[config.mk]
export PLATFORM = sky130hd
export DESIGN_NAME = lz4_buf_rd_arbiter
export DESIGN_NICKNAME = d
export VERILOG_FILES = /design/src/rtl/lz4_buf_rd_arbiter.sv
export SDC_FILE = /design/constraint.sdc
export NUM_CORES = 1
export LEC_CHECK = 0
export BUFFER_PORTS_ARGS = -buffer_cell sky130_fd_sc_hd__buf_4
export CORE_ASPECT_RATIO = 2
export CORE_UTILIZATION = 49
export CTS_BUF_LIST = sky130_fd_sc_hd__clkbuf_16
export CTS_CLUSTER_SIZE = 16
export DETAILED_ROUTE_END_ITERATION = 8
export PLACE_DENSITY = 0.86
export SLEW_MARGIN = 5
export SYNTH_ARGS = -nofsm -noshare
export SYNTH_HDL_FRONTEND = slang
export SYNTH_SLANG_ARGS = --single-unit
export TNS_END_PERCENT = 20
[constraint.sdc]
create_clock -name clk -period 5.3 [get_ports clk]
set_input_delay 0.53 -clock clk [delete_from_list [all_inputs] [get_ports clk]]
set_output_delay 0.53 -clock clk [all_outputs]
set_load 0.01 [all_outputs]
[src/rtl/lz4_buf_rd_arbiter.sv]
// Round-robin arbiter for the single read port of the LZ4 sliding-window buffer.
// Only one transaction is in flight; the pointer is held until read data returns.
module lz4_buf_rd_arbiter #(
  parameter int TIMEOUT = 8,
  parameter int PTR_W   = 16
) (
  input  logic             clk,
  input  logic             rstN,
  input  logic             req0,
  input  logic [PTR_W-1:0] ptr0,
  output logic             gnt0,
  output logic [31:0]      data0,
  output logic             dvalid0,
  input  logic             req1,
  input  logic [PTR_W-1:0] ptr1,
  output logic             gnt1,
  output logic [31:0]      data1,
  output logic             dvalid1,
  output logic             abort,
  output logic             abort_id,
  output logic             timeout_err,
  input  logic             buf_unable,
  output logic             buf_rdreq,
  output logic [PTR_W-1:0] buf_rdpointer,
  input  logic [31:0]      buf_odata,
  input  logic             buf_ovalid
);

  localparam int TMO_W = $clog2(TIMEOUT) + 1;

  typedef enum logic [1:0] {S_IDLE, S_ISSUE, S_WAIT} state_t;

  state_t             r_state, w_state;
  logic               r_owner, w_owner;
  logic               r_rr_last, w_rr_last;
  logic               r_rdreq, w_rdreq;
  logic [PTR_W-1:0]   r_rdptr, w_rdptr;
  logic               r_gnt0, w_gnt0, r_gnt1, w_gnt1;
  logic               r_dv0, w_dv0, r_dv1, w_dv1;
  logic [31:0]        r_d0, w_d0, r_d1, w_d1;
  logic               r_abort, w_abort;
  logic               r_abort_id, w_abort_id;
  logic               r_terr, w_terr;
  logic [TMO_W-1:0]   r_tmo, w_tmo;
  logic               w_win;

  always_ff @(posedge clk) begin
    if (!rstN) begin
      r_state    <= S_IDLE;
      r_owner    <= 1'b0;
      r_rr_last  <= 1'b1;
      r_rdreq    <= 1'b0;
      r_rdptr    <= '0;
      r_gnt0     <= 1'b0;
      r_gnt1     <= 1'b0;
      r_dv0      <= 1'b0;
      r_dv1      <= 1'b0;
      r_d0       <= '0;
      r_d1       <= '0;
      r_abort    <= 1'b0;
      r_abort_id <= 1'b0;
      r_terr     <= 1'b0;
      r_tmo      <= '0;
    end else begin
      r_state    <= w_state;
      r_owner    <= w_owner;
      r_rr_last  <= w_rr_last;
      r_rdreq    <= w_rdreq;
      r_rdptr    <= w_rdptr;
      r_gnt0     <= w_gnt0;
      r_gnt1     <= w_gnt1;
      r_dv0      <= w_dv0;
      r_dv1      <= w_dv1;
      r_d0       <= w_d0;
      r_d1       <= w_d1;
      r_abort    <= w_abort;
      r_abort_id <= w_abort_id;
      r_terr     <= w_terr;
      r_tmo      <= w_tmo;
    end
  end

  // Outputs are registered, so every value here appears one cycle later.
  always_comb begin
    w_state    = r_state;
    w_owner    = r_owner;
    w_rr_last  = r_rr_last;
    w_rdreq    = 1'b0;
    w_rdptr    = r_rdptr;
    w_gnt0     = 1'b0;
    w_gnt1     = 1'b0;
    w_dv0      = 1'b0;
    w_dv1      = 1'b0;
    w_d0       = r_d0;
    w_d1       = r_d1;
    w_abort    = 1'b0;
    w_abort_id = r_abort_id;
    w_terr     = r_terr;
    w_tmo      = r_tmo;
    w_win      = (req0 & req1) ? ~r_rr_last : req1;
    case (r_state)
      S_IDLE: begin
        w_rdptr = '0;
        if (!buf_unable && (req0 | req1)) begin
          w_owner = w_win;
          w_rdptr = w_win ? ptr1 : ptr0;
          w_gnt0  = ~w_win;
          w_gnt1  = w_win;
          w_rdreq = 1'b1;
          w_tmo   = '0;
          w_state = S_ISSUE;
        end
      end
      S_ISSUE: begin
        w_rr_last = r_owner;
        w_tmo     = r_tmo + 1'b1;
        w_state   = S_WAIT;
      end
      S_WAIT: begin
        w_tmo = r_tmo + 1'b1;
        // Returned data beats a simultaneous clear, which beats the timeout.
        if (buf_ovalid) begin
          if (r_owner) begin
            w_d1  = buf_odata;
            w_dv1 = 1'b1;
          end else begin
            w_d0  = buf_odata;
            w_dv0 = 1'b1;
          end
          w_rdptr = '0;
          w_state = S_IDLE;
        end else if (buf_unable) begin
          w_abort    = 1'b1;
          w_abort_id = r_owner;
          w_rdptr    = '0;
          w_state    = S_IDLE;
        end else if (r_tmo == TMO_W'(TIMEOUT - 1)) begin
          w_abort    = 1'b1;
          w_abort_id = r_owner;
          w_terr     = 1'b1;
          w_rdptr    = '0;
          w_state    = S_IDLE;
        end
      end
      default: w_state = S_IDLE;
    endcase
  end

  assign gnt0          = r_gnt0;
  assign gnt1          = r_gnt1;
  assign data0         = r_d0;
  assign data1         = r_d1;
  assign dvalid0       = r_dv0;
  assign dvalid1       = r_dv1;
  assign abort         = r_abort;
  assign abort_id      = r_abort_id;
  assign timeout_err   = r_terr;
  assign buf_rdreq     = r_rdreq;
  assign buf_rdpointer = r_rdptr;

endmodule

Word level (Yosys, flattened, before mapping). Cells that the tools add are included.

Bits of input ports: 70. Memories: 0. Latch bits: 0. RAM bits: 0. Bits in read-only memories: 0. Register bits after elaboration: 96. Logic and storage cells: 70.

Reductions and logical operators: 19. Add/sub/neg operators: 1. Bitwise logic cells: 9. $mul: 0. Divide/modulo/power cells: 0. Mux-type cells: 21. Eq/ne operators: 5. Shift operators: 0. $lt $le $gt $ge: 0.

Operators by type and width (number): 2-to-1 mux 16 bit (5); one-hot mux 16 bit (2 select lines) (1); AND reduction 3 bit (5); AND reduction 2 bit (5); 2-to-1 mux 1 bit (8); 2-to-1 mux 2 bit (4); one-hot mux 4 bit (2 select lines) (1); NOT 1 bit (7); one-hot mux 2 bit (3 select lines) (1); nonzero test 2 bit (3); adder 4 x 1 -> 4 bit (second input constant) (1); == test 4 x 3 -> 1 bit (second input constant) (1); 2-to-1 mux 4 bit (1); != test 4 bit (second input constant) (1); AND reduction 4 bit (1); OR reduction 3 bit (1); == test 2 x 1 -> 1 bit (second input constant) (1); == test 2 bit (second input constant) (1); zero test 2 bit (1); != test 2 bit (second input constant) (1); OR reduction 2 bit (1); AND 1 bit (1); logical AND 1 bit (1); zero test 1 bit (1); bitwise OR 1 bit (1).

Depth between registers and ports, before layout.
Word-level depth: 5. Depth in mapped cells: 8.

Worst setup path before layout. OpenSTA, ideal clock, no wires.

Path kind: reg-to-reg. Start point: register r_state[1]. End point: register r_rdptr[0], in the netlist buf_rdpointer[0]. Required time: 5.233 ns. Path buffers: 3. Stages on the path, launching flop included: 9. Arrival: 1.789 ns. Setup slack: 3.444 ns. Path through: dfxtp_1 inv_1 ha_1 or3b_1 clkbuf_1 or3_1 buf_2 buf_6 o21ai_2.

Cells in the longest elaborated chain, start to end: 3. Elaborated cells between the ends (all ways): 6. Those cells by class: 2 x eq/ne; 1 x mux; 3 x reduce/logical.

Ends and longest elaborated chain: from (decl) (line 33) `state_t r_state, w_state;`; from (signal assigned) (line 65) `r_state <= w_state;`; == test 2 bit / zero test 2 bit (equally long branches) (line 101) `case (r_state)`; != test 4 bit (no source line) / nonzero test 2 bit (equally long branches); AND reduction 2 bit (no source line); to (signal assigned) (line 69) `r_rdptr <= w_rdptr;`; to (decl) (line 37) `logic [PTR_W-1:0] r_rdptr, w_rdptr;`.

Several ways; a longest one is shown, not always the timed one. A chain may end at the register's enable or synchronous reset.

Worst setup path in the final report.
Start point: register r_state[1]. End point: register r_rdptr[9], in the netlist buf_rdpointer[9].

The elaborated chain is that of the path after synthesis.

==> summary by stage <==
Power and ir drop
The combinational cell fraction of total power is between 10% and 20%. Power comes to between 0.0015 and 0.002 W. Power spread over the standard cell area amounts to between 300 and 400 nW/um^2.

The total net switching power is approximately 0.00036 W. The clock network burns about two fifths of the power. Summed over all cells, the static leakage comes to roughly 2.2 nW. Internal power comes to approximately 0.0012 W. The share of power burned in registers is between 40% and 50%. The net switching fraction of the power is between 20% and 30%. IR analysis of the VDD net gives a maximum drop of 0.2113 mV.

Floorplanning
For this configuration, the core starts out at a cell density of between 50% and 60%. The die span in y is between 100 and 150 um. The total area inside the core boundary comes to between 6000 and 7000 um^2. The number of rows in the core area is 43.

The floorplan step set the die width to roughly 62 um. The number of I/O pins is roughly 160. The full die area is around 7700 um^2.

Synthesis
The Yosys step of the flow raised 0 warnings. The gate count of the mapped netlist is 426. Synthesis instantiated 32 different standard cells from the library. Summing the sequential cell areas from Yosys gives ~54% of the chip area. The synthesized design spends more area on one cell type than any other, namely sky130_fd_sc_hd__dfxtp_1. By area the synthesized netlist is led by sky130_fd_sc_hd__dfxtp_1 (54%), sky130_fd_sc_hd__nand2_1 (15%), sky130_fd_sc_hd__a21oi_1 (9.6%).

Synthesis produced a netlist with a net count of between 500 and 600. The proportion of netlist area held by the largest area contributor is between 50% and 60%. The synthesized area is 3580 um^2. Each instance of the synthesized netlist takes up on average approximately 8.4 um^2. The number of synthesized register bits is 96.

Placed design
The number of input and output port buffers inserted is roughly 160. Routability-driven placement finished with a final weighted congestion of 0.8675. The sum of net half-perimeters after detailed placement is 6875 um.

Layout
The number of nets in the layout is 645. The relative area change from synthesis to final layout is 42.29%. Of the cells placed in the final design, the portion with a size suffix greater than 1 is around a third.

The count of antenna diodes in the layout is 0.

Clock network
The clock net in this run drives a total of 96 sinks. TritonCTS built the clock tree. After clock tree synthesis, the clock-pin slew on the worst setup and hold paths is around 0.06 ns. Post-CTS timing repair inserted 0 buffers for setup. In this run the number of H-tree levels came out at 3.

After clock tree synthesis, the repair step resized 0 gates. The longest clock path from root to sink contains 2 buffers. The total CTS buffers is 9. The cell at the root of the clock tree is sky130_fd_sc_hd__clkbuf_16. The insertion delay to the later sink of the worst-skew pair is approximately 0.33 ns. In this run, post-CTS hold repair placed 0 buffers.

Critical path
At the worst endpoint, the arrival time is ~2.4 ns. The setup check on the worst reg-to-reg path leaves a slack of ~3.1 ns. Measured in cells, the most critical reg-to-reg path has a length of 5.

The kind of critical path is reg2reg. The destination of the worst register-to-register timing path is buf_rdpointer[9]. The required time of the critical path is around 5.6 ns. In this run the critical register-to-register path is launched from r_state[1]. In this run the worst path has a maximum fanout of 16. STA classifies the critical path endpoint as a flip-flop.

The sort of element at the start of the critical path is a flip-flop.

Timing
The final critical delay including setup and external delays is 2.178 ns. The worst slew margin relative to its limit is a little over a fifth. Setup repair after global routing left no endpoint under its margin. The max-slew violation total from the final report came to 0. The count of final hold-check violations is 0. The slew at the pin with the worst max-slew slack is between 1 and 1.5 ns. For this run, the top clock speed supported by timing is 0.4592 GHz. The aggregate negative setup slack is 0 ns.

The post-route clock skew is 0.003803 ns. The post-route clock period utilization is between 40% and 50%. The number of endpoints failing setup at the final stage is 0.

Global route
The first global-routing pass estimated roughly 15000 um of wire. The pin count of the biggest net entering global routing is 78. The total congestion overflow is 0. Across every metal layer, demand over resource in global routing totals 25.33%. The initial antenna violation count is 0. The number of global-route vias before repair is ~3400.

Drt
The number of design-rule violations left by the first detailed-router iteration is approximately 280. The final layout contains routed wiring with a total length of about 9500 um. Dividing the detail-routed wire length by the instance count gives about 14 um. The number of optimization iterations in the first detailed-route pass is 4. The total via count in the routed design is approximately 3500.

The total DRC errors in the routed layout is 0. Once detail routing completed, the nets flagged for antenna violations numbered 0. Using the TritonRoute via totals, the vias-per-cell ratio works out to approximately 5.3.

Hold path
Along the worst hold path, the cell count comes to 2. The worst hold endpoint is r_rr_last. The startpoint of the worst hold path is rstN. The type of the worst min-delay path is in2reg.

Job
The max-cap violation count is 0.

Run status
The flow ran to the end, and the final reports show no timing, DRC or antenna violations.
[per-layer routing]
layer / track usage [%] / up-vias / routed length [um]
met1: 24.69 / 1613 / 3159
li1: - / 1692 / -
met2: 49.32 / 166 / 5528
met5: 0 / - / 0
met4: 11.19 / 0 / 252
met3: 5.948 / 21 / 591
[power groups by stage]
stage | combinational (W) | clock [W] | sequential (W)
final | 0.000183 | 0.000655 | 0.000758
after global routing | 0.000199 | 0.000695 | 0.000761
after CTS | 0.000184 | 0.000665 | 0.000758
after detailed placement | 0.000183 | 0 | 0.000774
after global placement | 0.000176 | 0 | 0.000774
after floorplan | 0.0000836 | 0 | 0.000780
[logic make-up after synthesis]
family          count (synthesis)  synth area share (%)
mux                            19                 5.313
fa+ha+maj                       5                 1.748
flops                          96                 53.69
compound gates                 94                 14.93
simple gates                  180                 20.69
buf+inv                        32                 3.635
[through the flow]
| step | cell area (um^2) | worst slack, ns | std cells | hold slack (ns) | util (%) |
|---|---|---|---|---|---|
| floorplan | 3580 | 3.444 | 426 | 0.4347 | - |
| global placement | 4792 | 2.989 | 649 | 0.4410 | 68.52 |
| detailed placement | 4792 | 2.914 | 649 | 0.4472 | 68.52 |
| CTS | 5094 | 3.100 | 664 | 0.4002 | 72.83 |
| global route | 5094 | 2.921 | 664 | 0.4090 | 72.83 |
| finish | 5094 | 3.122 | 664 | 0.4150 | 72.83 |
[flip-flops by register name, indices dropped and copies added, names as in the netlist]
| name | count |
|---|---|
| r_tmo | 4 |
| buf_rdreq | 1 |
| buf_rdpointer | 16 |
| dvalid0 | 1 |
| timeout_err | 1 |
| r_rr_last | 1 |
| dvalid1 | 1 |
| r_state | 2 |
| r_owner | 1 |
| abort | 1 |
| gnt1 | 1 |
| abort_id | 1 |
| gnt0 | 1 |
| data1 | 32 |
| data0 | 32 |
[final cells by class]
| class | instances | area, um^2 |
|---|---|---|
| well taps | 90 | 112.6 |
| clock inverters | 6 | 76.32 |
| inverters | 4 | 15.01 |
| multi-input cells | 298 | 1534 |
| fillers | 546 | 1901 |
| clock buffers | 9 | 225.2 |
| flip-flops and latches | 96 | 1922 |
| repair buffers | 161 | 1209 |
[worst max-delay path by stage]
stage          startpoint               end  slack, ns  cells after the start
5_1_grt        r_state[1]  buf_rdpointer[9]       2.92                      5
3_3_place_gp         rstN  buf_rdpointer[9]       2.99                      5
3_5_place_dp         rstN  buf_rdpointer[9]       2.91                      5
6_report       r_state[1]  buf_rdpointer[9]       3.12                      5
2_1_floorplan  r_state[1]  buf_rdpointer[0]       3.44                      8
4_1_cts        r_state[1]  buf_rdpointer[9]       3.10                      5
[layout by cell type, fill, tap and decap left out, types with 2 or more instances in the layout]
cell type | synthesis | routed
sky130_fd_sc_hd__nand3b_1 | 2 | 2
sky130_fd_sc_hd__nor3b_1 | 2 | 2
sky130_fd_sc_hd__nand3_1 | 7 | 7
sky130_fd_sc_hd__ha_1 | 5 | 5
sky130_fd_sc_hd__inv_1 | 4 | 4
sky130_fd_sc_hd__dfxtp_1 | 96 | 96
sky130_fd_sc_hd__nand2_1 | 147 | 147
sky130_fd_sc_hd__nand2b_1 | 2 | 2
sky130_fd_sc_hd__a21oi_1 | 69 | 69
sky130_fd_sc_hd__clkbuf_16 | 0 | 9
sky130_fd_sc_hd__clkinv_1 | 0 | 2
sky130_fd_sc_hd__o21ai_2 | 10 | 10
sky130_fd_sc_hd__bufinv_16 | 0 | 2
sky130_fd_sc_hd__buf_4 | 0 | 161
sky130_fd_sc_hd__o21ai_0 | 8 | 8
sky130_fd_sc_hd__and3_1 | 2 | 2
sky130_fd_sc_hd__nand4b_1 | 2 | 2
sky130_fd_sc_hd__nor2_1 | 10 | 9
sky130_fd_sc_hd__mux2i_1 | 19 | 19
[cells in the mapped netlist, drive strengths merged]
cell type  count
or2            1
o21bai         1
mux2i         19
a21boi         1
and3           2
and3b          1
nor3b          2
nand3          7
nand4b         2
o41ai          1
nand2b         2
o211ai         1
a32oi          1
ha             5
a21oi         69
nor2          10
a31oi          1
or3b           2
buf            4
nor3           1
or3            1
dfxtp         96
o31ai          1
nand2        147
o21ai         18
clkbuf        24
inv            4
nand3b         2
[worst max-delay path: stages (launching register included)]
cell and delay [ns]:
sky130_fd_sc_hd__dfxtp_1 0.31, sky130_fd_sc_hd__inv_1 0.12, sky130_fd_sc_hd__ha_1 0.28, sky130_fd_sc_hd__or3b_1 0.47
sky130_fd_sc_hd__or3_1 0.65, sky130_fd_sc_hd__o21ai_0 0.27
(Power assumes the default switching activity.)
